## config.mk

```make
export PLATFORM = sky130hd
export DESIGN_NAME = eco32f_writeback_ll
export DESIGN_NICKNAME = d
export VERILOG_FILES = /design/src/rtl/eco32f_pkg.sv /design/src/rtl/eco32f_wb_fifo.sv /design/src/rtl/eco32f_writeback_ll.sv
export SDC_FILE = /design/constraint.sdc
export NUM_CORES = 1
export LEC_CHECK = 0
export BUFFER_PORTS_ARGS = -buffer_cell sky130_fd_sc_hd__buf_2
export CORE_ASPECT_RATIO = 1.75
export CORE_MARGIN = 4
export CORE_UTILIZATION = 35
export DETAILED_ROUTE_END_ITERATION = 8
export HOLD_SLACK_MARGIN = 0.1
export PLACE_DENSITY = 0.57
export RECOVER_POWER = 100
export SLEW_MARGIN = 5
export SYNTH_ARGS = -nofsm -noshare
export SYNTH_HDL_FRONTEND = slang
export SYNTH_HIERARCHICAL = 1
export SYNTH_SLANG_ARGS = --single-unit
```

## constraint.sdc

```tcl
create_clock -name clk -period 3 [get_ports clk]
set_input_delay 0.6 -clock clk [delete_from_list [all_inputs] [get_ports clk]]
set_output_delay 0.6 -clock clk [all_outputs]
set_load 0.02 [all_outputs]
```

## src/rtl/eco32f_pkg.sv

```systemverilog
// Shared constants, writeback source encoding and round-robin helper for the eco32f writeback stage.
package eco32f_pkg;

    localparam int unsigned ECO32F_DW      = 32;
    localparam int unsigned ECO32F_AW      = 5;
    localparam int unsigned ECO32F_EXC_REG = 30;
    localparam int unsigned RR_MAX_PORTS   = 32;

    typedef enum logic {
        WB_SRC_PIPE = 1'b0,
        WB_SRC_LL   = 1'b1
    } wb_src_e;

    // First set bit of req at or after ptr, wrapping at n; returns n when nothing is requesting.
    function automatic int unsigned rr_select(
        input logic [RR_MAX_PORTS-1:0] req,
        input int unsigned             ptr,
        input int unsigned             n
    );
        int unsigned idx;
        logic        found;
        rr_select = n;
        found     = 1'b0;
        for (int unsigned k = 0; k < RR_MAX_PORTS; k++) begin
            idx = ptr + k;
            if (idx >= n) idx = idx - n;
            if (k < n && !found && req[idx[4:0]]) begin
                rr_select = idx;
                found     = 1'b1;
            end
        end
    endfunction

endpackage

```

## src/rtl/eco32f_wb_fifo.sv

```systemverilog
// Small synchronous completion FIFO; head is the oldest entry, valid whenever not empty.
module eco32f_wb_fifo #(
    parameter int unsigned WIDTH = 37,
    parameter int unsigned DEPTH = 2
) (
    input  logic             clk,
    input  logic             rst,
    input  logic             push_i,
    input  logic             pop_i,
    input  logic [WIDTH-1:0] data_i,
    output logic             full_o,
    output logic             empty_o,
    output logic [WIDTH-1:0] head_o
);

    localparam int unsigned PW = $clog2(DEPTH);

    logic [WIDTH-1:0] mem_q [DEPTH];
    logic [PW-1:0]    wr_q, wr_d, rd_q, rd_d;
    logic [PW:0]      cnt_q, cnt_d;
    logic             do_push, do_pop;

    assign full_o  = (cnt_q == (PW+1)'(DEPTH));
    assign empty_o = (cnt_q == '0);
    assign head_o  = mem_q[rd_q];
    assign do_push = push_i & ~full_o;
    assign do_pop  = pop_i & ~empty_o;

    always_comb begin
        wr_d  = wr_q + PW'(do_push);
        rd_d  = rd_q + PW'(do_pop);
        cnt_d = cnt_q + (PW+1)'(do_push) - (PW+1)'(do_pop);
    end

    always_ff @(posedge clk or posedge rst) begin
        if (rst) begin
            wr_q  <= '0;
            rd_q  <= '0;
            cnt_q <= '0;
        end else begin
            wr_q  <= wr_d;
            rd_q  <= rd_d;
            cnt_q <= cnt_d;
        end
    end

    always_ff @(posedge clk) begin
        if (do_push) mem_q[wr_q] <= data_i;
    end

endmodule

```

## src/rtl/eco32f_writeback_ll.sv

```systemverilog
// Writeback stage: registers the memory-stage result and shares the register-file write port
// with long-latency completion FIFOs, tracking outstanding long-latency destinations.
module eco32f_writeback_ll
    import eco32f_pkg::*;
#(
    parameter int unsigned DW       = ECO32F_DW,
    parameter int unsigned AW       = ECO32F_AW,
    parameter int unsigned NUM_LL   = 2,
    parameter int unsigned LL_DEPTH = 2,
    parameter int unsigned EXC_REG  = ECO32F_EXC_REG
) (
    input  logic                 clk,
    input  logic                 rst,
    input  logic                 do_exception,
    input  logic                 mem_stall,
    input  logic [DW-1:0]        mem_pc,
    input  logic [DW-1:0]        mem_alu_result,
    input  logic [DW-1:0]        mem_lsu_result,
    input  logic                 mem_op_load,
    input  logic                 mem_rf_r_we,
    input  logic [AW-1:0]        mem_rf_r_addr,
    input  logic [NUM_LL-1:0]    ll_issue_valid,
    input  logic [NUM_LL*AW-1:0] ll_issue_addr,
    input  logic [NUM_LL-1:0]    ll_res_valid,
    output logic [NUM_LL-1:0]    ll_res_ready,
    input  logic [NUM_LL*DW-1:0] ll_res_data,
    input  logic [NUM_LL*AW-1:0] ll_res_addr,
    output logic [DW-1:0]        wb_rf_r,
    output logic                 wb_rf_r_we,
    output logic [AW-1:0]        wb_rf_r_addr,
    output logic [2**AW-1:0]     wb_pending
);

    localparam int unsigned RRW = (NUM_LL > 1) ? $clog2(NUM_LL) : 1;

    logic                    pipe_vld_q;
    logic [DW-1:0]           pipe_data_q;
    logic [AW-1:0]           pipe_addr_q;
    logic [RRW-1:0]          rr_q, rr_d;
    logic [2**AW-1:0]        pending_q, pending_d;

    logic [NUM_LL-1:0]       fifo_full, fifo_empty, fifo_pop;
    logic [DW+AW-1:0]        fifo_head [NUM_LL];
    logic [RR_MAX_PORTS-1:0] req;
    int unsigned             win;
    wb_src_e                 src;
    logic [DW-1:0]           ll_data;
    logic [AW-1:0]           ll_addr;

    for (genvar g = 0; g < NUM_LL; g++) begin : g_ll
        eco32f_wb_fifo #(
            .WIDTH(DW + AW),
            .DEPTH(LL_DEPTH)
        ) u_fifo (
            .clk    (clk),
            .rst    (rst),
            .push_i (ll_res_valid[g] & ~fifo_full[g]),
            .pop_i  (fifo_pop[g]),
            .data_i ({ll_res_data[g*DW +: DW], ll_res_addr[g*AW +: AW]}),
            .full_o (fifo_full[g]),
            .empty_o(fifo_empty[g]),
            .head_o (fifo_head[g])
        );
    end

    assign ll_res_ready = ~fifo_full;

    always_ff @(posedge clk or posedge rst) begin
        if (rst) begin
            pipe_vld_q  <= 1'b0;
            pipe_data_q <= '0;
            pipe_addr_q <= '0;
            rr_q        <= '0;
            pending_q   <= '0;
        end else begin
            pipe_vld_q <= ~mem_stall & (mem_rf_r_we | do_exception);
            if (!mem_stall) begin
                pipe_data_q <= do_exception ? mem_pc :
                               mem_op_load  ? mem_lsu_result : mem_alu_result;
                pipe_addr_q <= do_exception ? AW'(EXC_REG) : mem_rf_r_addr;
            end
            rr_q      <= rr_d;
            pending_q <= pending_d;
        end
    end

    // A valid pipe slot always owns the write port; FIFOs only drain in its bubbles.
    always_comb begin
        req             = '0;
        req[NUM_LL-1:0] = ~fifo_empty;
        win             = rr_select(req, 32'(rr_q), NUM_LL);
        src             = WB_SRC_PIPE;
        fifo_pop        = '0;
        rr_d            = rr_q;
        ll_data         = '0;
        ll_addr         = '0;
        if (!pipe_vld_q && win < NUM_LL) begin
            src = WB_SRC_LL;
            for (int unsigned i = 0; i < NUM_LL; i++) begin
                if (win == i) begin
                    fifo_pop[i] = 1'b1;
                    ll_data     = fifo_head[i][AW +: DW];
                    ll_addr     = fifo_head[i][AW-1:0];
                    rr_d        = (i == NUM_LL - 1) ? '0 : RRW'(i + 1);
                end
            end
        end
    end

    assign wb_rf_r_we   = pipe_vld_q | (src == WB_SRC_LL);
    assign wb_rf_r      = (src == WB_SRC_LL) ? ll_data : pipe_data_q;
    assign wb_rf_r_addr = (src == WB_SRC_LL) ? ll_addr : pipe_addr_q;

    // Clear first so a same-cycle issue to the popped register keeps the bit set.
    always_comb begin
        pending_d = pending_q;
        if (src == WB_SRC_LL) pending_d[ll_addr] = 1'b0;
        for (int unsigned i = 0; i < NUM_LL; i++) begin
            if (ll_issue_valid[i] && ll_issue_addr[i*AW +: AW] != '0)
                pending_d[ll_issue_addr[i*AW +: AW]] = 1'b1;
        end
        pending_d[0] = 1'b0;
    end

    assign wb_pending = pending_q;

endmodule

```

=== Yosys cells after proc, flatten, opt, wreduce, memory -nomap -nowiden ===
Memories as Yosys holds them, arrays and structs flattened.
Cells that the tools add are included.

* Register bits after elaboration: 78
* Bits in writable memories: 148
* Input port bits: 195
* Output and inout port bits: 72
* Logic and storage cells: 113
* Memories: 2

{| class="wikitable"
|+ Memory list
! name !! depth !! width !! read ports !! clocked after Yosys merged registers in !! wr ports !! RTL line !! source
|-
| g_ll[0].u_fifo.mem_q || 2 || 37 || 1 || 0 || 1 || eco32f_wb_fifo.sv:18 || <nowiki>logic [WIDTH-1:0] mem_q [DEPTH];</nowiki>
|-
| g_ll[1].u_fifo.mem_q || 2 || 37 || 1 || 0 || 1 || eco32f_wb_fifo.sv:18 ||
|}

* Add/sub/neg operators: 11
* $lt $le $gt $ge: 11
* Equal/unequal tests: 3
* Multiplexer cells: 39
* Bitwise gates (word level): 20
* Reductions and logical operators: 16

{| class="wikitable"
|+ Operators by type and width
! operator !! number
|-
| $mux 32 || 13
|-
| $or 32x32->32 || 2
|-
| $and 32x32->32 || 1
|-
| $eq 32x1->1 const B || 1
|-
| $logic_not 32->1 || 1
|-
| $lt 32x2->1 const B || 1
|-
| $not 32->32 || 1
|-
| $lt 5x6->1 const B || 5
|-
| $mux 5 || 5
|-
| $demux 1 s5 || 3
|-
| $ge 5x1->1 const B || 3
|-
| $mux 1 || 15
|-
| $bmux 1 s5 || 2
|-
| $reduce_bool 5->1 || 2
|-
| $and 1x1->1 || 7
|-
| $logic_and 1x1->1 || 7
|-
| $not 1->1 || 5
|-
| $add 1x1->1 || 4
|-
| $add 2x1->2 || 2
|-
| $eq 2x2->1 const B || 2
|-
| $logic_not 2->1 || 2
|-
| $not 2->2 || 2
|-
| $sub 2x1->2 || 2
|-
| $sub 1x2->3 const B || 1
|-
| 9 further kinds || 11
|}

=== Longest topological paths before layout ===
* Depth in word-level cells: 23
* Depth in mapped cells: 12
* Gate-level depth less buffers: 9

=== Cells and area by module ===
Netlist, hierarchy kept.

{| class="wikitable"
|+ By module, submodules not included
! module !! instances !! cells each !! area each (um^2) !! sequential area each (um^2)
|-
| eco32f_wb_fifo || 2 || 136 || 2975.4 || 2322.2
|-
| eco32f_writeback_ll || 1 || 545 || 4625.7 || 1751.7
|}

=== Worst setup path before layout ===
Ideal clock, no wire load.

* Path kind: reg2out
* Start: register g_ll[0].u_fifo.cnt_q[1]
* End: output port wb_rf_r[22]
* Arrival time: 1716 ps
* Required time: 2400 ps
* Path slack: 684 ps
* Cell stages (with the launch flop): 8
* Buffers on the path: 2
* Path through: dfrtp_1 nor2_1 nor2_1 and2_4 buf_6 buf_6 a222oi_1 inv_1

* Longest elaborated chain between the ends: 13
* Elaborated cells on any way between the ends: 20
* Classes of those cells: order compare (1); eq/ne (1); mux (12); bitwise (1); reduce/logical (5)

{| class="wikitable"
|+ RTL lines
! element !! RTL line !! source
|-
| start: declaration || eco32f_wb_fifo.sv:20 || <nowiki>logic [PW:0] cnt_q, cnt_d;</nowiki>
|-
| start signal: assignment || eco32f_wb_fifo.sv:43 || <nowiki>cnt_q <= cnt_d;</nowiki>
|-
| $logic_not 2->1 (*) || eco32f_wb_fifo.sv:24 || <nowiki>assign empty_o = (cnt_q == '0);</nowiki>
|-
| net fifo_empty[0] || eco32f_writeback_ll.sv:42 || <nowiki>logic [NUM_LL-1:0] fifo_full, fifo_empty, fifo_pop;</nowiki>
|-
| $not 2->2 (*) || eco32f_writeback_ll.sv:90 || <nowiki>req[NUM_LL-1:0] = ~fifo_empty;</nowiki>
|-
| $bmux 1 s5 || eco32f_pkg.sv:27 || <nowiki>if (k < n && !found && req[idx[4:0]]) begin</nowiki>
|-
| $mux 1 (not written as such) || eco32f_pkg.sv:27 ||
|-
| $mux 1 || eco32f_pkg.sv:27 ||
|-
| $logic_not 1->1 || eco32f_pkg.sv:27 ||
|-
| $logic_and 1x1->1 || eco32f_pkg.sv:27 ||
|-
| $mux 32 (*) || eco32f_pkg.sv:27 ||
|-
| parallel branches: the longest is 4 deep, another holds $lt 32x2->1 || n/a ||
|-
| $mux 32 (*) || eco32f_writeback_ll.sv:111 || <nowiki>assign wb_rf_r = (src == WB_SRC_LL) ? ll_data : pipe_data_q;</nowiki>
|-
| end: declaration || eco32f_writeback_ll.sv:28 || <nowiki>output logic [DW-1:0] wb_rf_r,</nowiki>
|}

Mark *: on every way through the listed nets, which the timed path passes. The select of a mux whose other input is x is not followed.

=== Worst setup path in the final report ===
* Start: register g_ll[0].u_fifo.cnt_q[1]
* End: output port wb_rf_r[4]

Same word-level chain as after synthesis.

==> reports/metrics.cfg <==
[place]
hpwl_um = 24000
portBuffers = 265
place_congestion = 0.826
placed_cells_incl_taps = 1451

[logic_synthesis]
synth_cell_types = 52
ys_ff_latch = 226
synth_flop_cell = edfxtp_1
synth_edf_count = 148
async_flop_share_pct = 34.5
synth_area_per_cell_um2 = 12.9
synth_area_um2 = 10600
yosys.area.top_type = edfxtp_1
synthCells = 817
synthDominantCellAreaShare_pct = 42.0
yosys-top-cells-area = edfxtp_1 (42%), dfrtp_1 (18%), mux2_4 (5.7%)
synth_fp_nets = 1020
yosys_warnings = 6
ys_seq_area_share_pct = 60.5

[worst_setup_path]
critical_path.most_common_cell = buf_4
path_cells = nor2_1 > buf_4 > o21bai_2 > nor2_4 > buf_4 > a222oi_1 > inv_1 > buf_2
path_class = reg -> out
cp_slowest_cell = a222oi_1
cp.arrival_ns = 2.31
cp_max_fo = 25
critPathCaptureType = output port
critPathRequiredTime_ns = 2.40
critPathLaunchType = register
startpoint = g_ll[0].u_fifo/cnt_q[1]
reg2reg_from = g_ll[0].u_fifo/cnt_q[1]
max_stage_delay_ns = 0.49

[route]
num_vias = 7767
viasPerCell = 5.15
drtAntennaViolNets = 0
wl_per_cell_um = 21.3
drc_errors = 0
drtIter0Drc = 634
dr.pass1.iters = 5
wl_um = 32100

[clocking]
clockRootBuffer = clkbuf_16
insertion_delay_ns = 0.50
clk_path_buf_depth = 3
cts_made_buffers = 23
clk_pin_slew_worst_paths_ns = 0.06
cts_tree = done
cts_sinks = 226
htree_levels = 1

[run_status]
outcome = finished, final reports clean

[die]
dieHeight_um = 238
die_w_um = 139
pin_count = 267
initial_core_util_pct = 35.3
die-area_um2 = 33200
core_um2 = 30000
placementRows = 84

[cells_and_area]
drive_gt1_share_pct = 32.8
area_growth_pct = 24.9
mostFrequentLayoutCell = buf_2
finalNonFillerCells = 1508
nets = 1303
layout_common_cells = buf_2 (192), edfxtp_1 (148), a21oi_1 (81), clkbuf_1 (78), dfrtp_1 (75)

[flow_run]
maxCapViolCount = 0

[timing]
slew_viol_final = 0
fin_tns_setup_ns = 0
min_period_ns = 2.91
finClkSkew_ns = 0.00849
slew_headroom_pct = 25.9
finalHoldViolCount = 0
rsz0062_at_grt = yes
setup_violations = 0
timing.final.crit_share_pct = 96.9
tightest_slew_ns = 1.11
fmax_ghz = 0.344
hold_slack_ns = 0.283

[min_path]
worstHoldPathType = in -> reg
hp-start = ll_res_data[4]

[global_route]
grt_pass1_wl_um = 46500
track_usage_pct = 18.2
grt_max_degree = 39
antenna_found_initial = 8
gr-total-overflow = 0
first_global_vias = 7898

[pwr]
ir_worst_vdd_uv = 530
p_leak_nw = 5.43
p_per_area_nw_per_um2 = 978

## critical path, delay by kind of cell (launching register included)
kind	cells	cell delay, ns
flip-flops	1	0.38
buffers and inverters	4	0.64
AND/OR/NAND/NOR	2	0.10
AO/OA/AOI/OAI	2	0.66
## cell usage after synthesis (12+ instances only)
cell / n
nor2_1: 68
clkbuf_1: 24
a222oi_1: 34
inv_1: 50
a21oi_1: 81
edfxtp_1: 148
o21ai_0: 36
o22ai_1: 24
mux2_4: 40
buf_6: 12
dfrtp_1: 78
mux2_2: 34
mux2i_1: 32
nand2_1: 44
## metal layers
metal / vias to the layer above / global-route usage (%) / share of wire (%)
met5: - / 0 / 0.044
met4: 4 / 5.85 / 2.9
met3: 59 / 2.77 / 5.8
met2: 297 / 36.5 / 56
li1: 3648 / - / -
met1: 3759 / 19.1 / 35
## logic make-up after synthesis
kind of cell / Yosys count / share of synthesized area (%)
flops: 226 / 60.5
compound gates: 205 / 12.9
simple gates: 166 / 8.29
mux: 106 / 12.3
buf+inv: 99 / 4.53
fa+ha+maj: 8 / 0.946
xor+xnor: 6 / 0.497
other cells: 1 / 0.0355
## repair_timing
item,4_1_cts,5_1_grt
pin swaps,1,4
gates cloned,0,1
setup buffers,0,9
hold buffers,1,0
endpoints found under the setup margin,4,25
endpoints found under the hold margin,18,0
gates resized for setup,4,6
## worst paths after layout
check | end | slack (ns) | cells after the start
worst max-delay path | wb_rf_r[4] | 0.09 | 8
worst min-delay path | g_ll[0].u_fifo/mem_q[1][9] | 0.28 | 1
worst max register to register | g_ll[0].u_fifo/cnt_q[1] | 0.70 | 10
worst min register to register | pipe_data_q[15] | 0.49 | 2
max in group asynchronous | wb_pending[16] | 0.94 | 4
min in group asynchronous | g_ll[0].u_fifo/cnt_q[1] | 0.62 | 3
## state kept, by name, indices dropped and copies added (netlist names)
| signal | cells |
|---|---|
| g_ll.u_fifo/rd_q | 2 |
| pipe_vld_q | 1 |
| g_ll.u_fifo/wr_q | 2 |
| rr_q | 1 |
| pipe_addr_q | 5 |
| wb_pending | 31 |
| pipe_data_q | 32 |
| g_ll.u_fifo/cnt_q | 4 |
| g_ll.u_fifo/mem_q | 148 |
## report_power, final
| group | leakage, nW | switching [mW] | internal (mW) |
|---|---|---|---|
| Clock | 0.353 | 1.18 | 1.64 |
| Combinational | 2.80 | 3.31 | 2.22 |
| Sequential | 2.28 | 0.363 | 4.22 |
| Total | 5.43 | 4.85 | 8.07 |
## stage by stage
stage	util [%]	setup WS (ns)	power [mW]	instance area (um2)
2_1_floorplan	-	0.632	8.30	10600
3_3_place_gp	41.5	0.524	10.0	12400
3_5_place_dp	41.5	0.464	10.1	12400
4_1_cts	44.1	0.00532	13.0	13200
5_1_grt	44.1	-0.0148	13.6	13200
6_report	44.1	0.0923	12.9	13200
## area by class of cell
type | count | area, um2
diodes | 6 | 15.0
clock buffers | 29 | 618
clock inverters | 11 | 119
fillers | 2824 | 16700
inverters | 51 | 193
multi-input cells | 493 | 3740
flip-flops and latches | 226 | 6400
well taps | 387 | 484
repair buffers | 305 | 1640
Power figures use the tool's default switching activity.
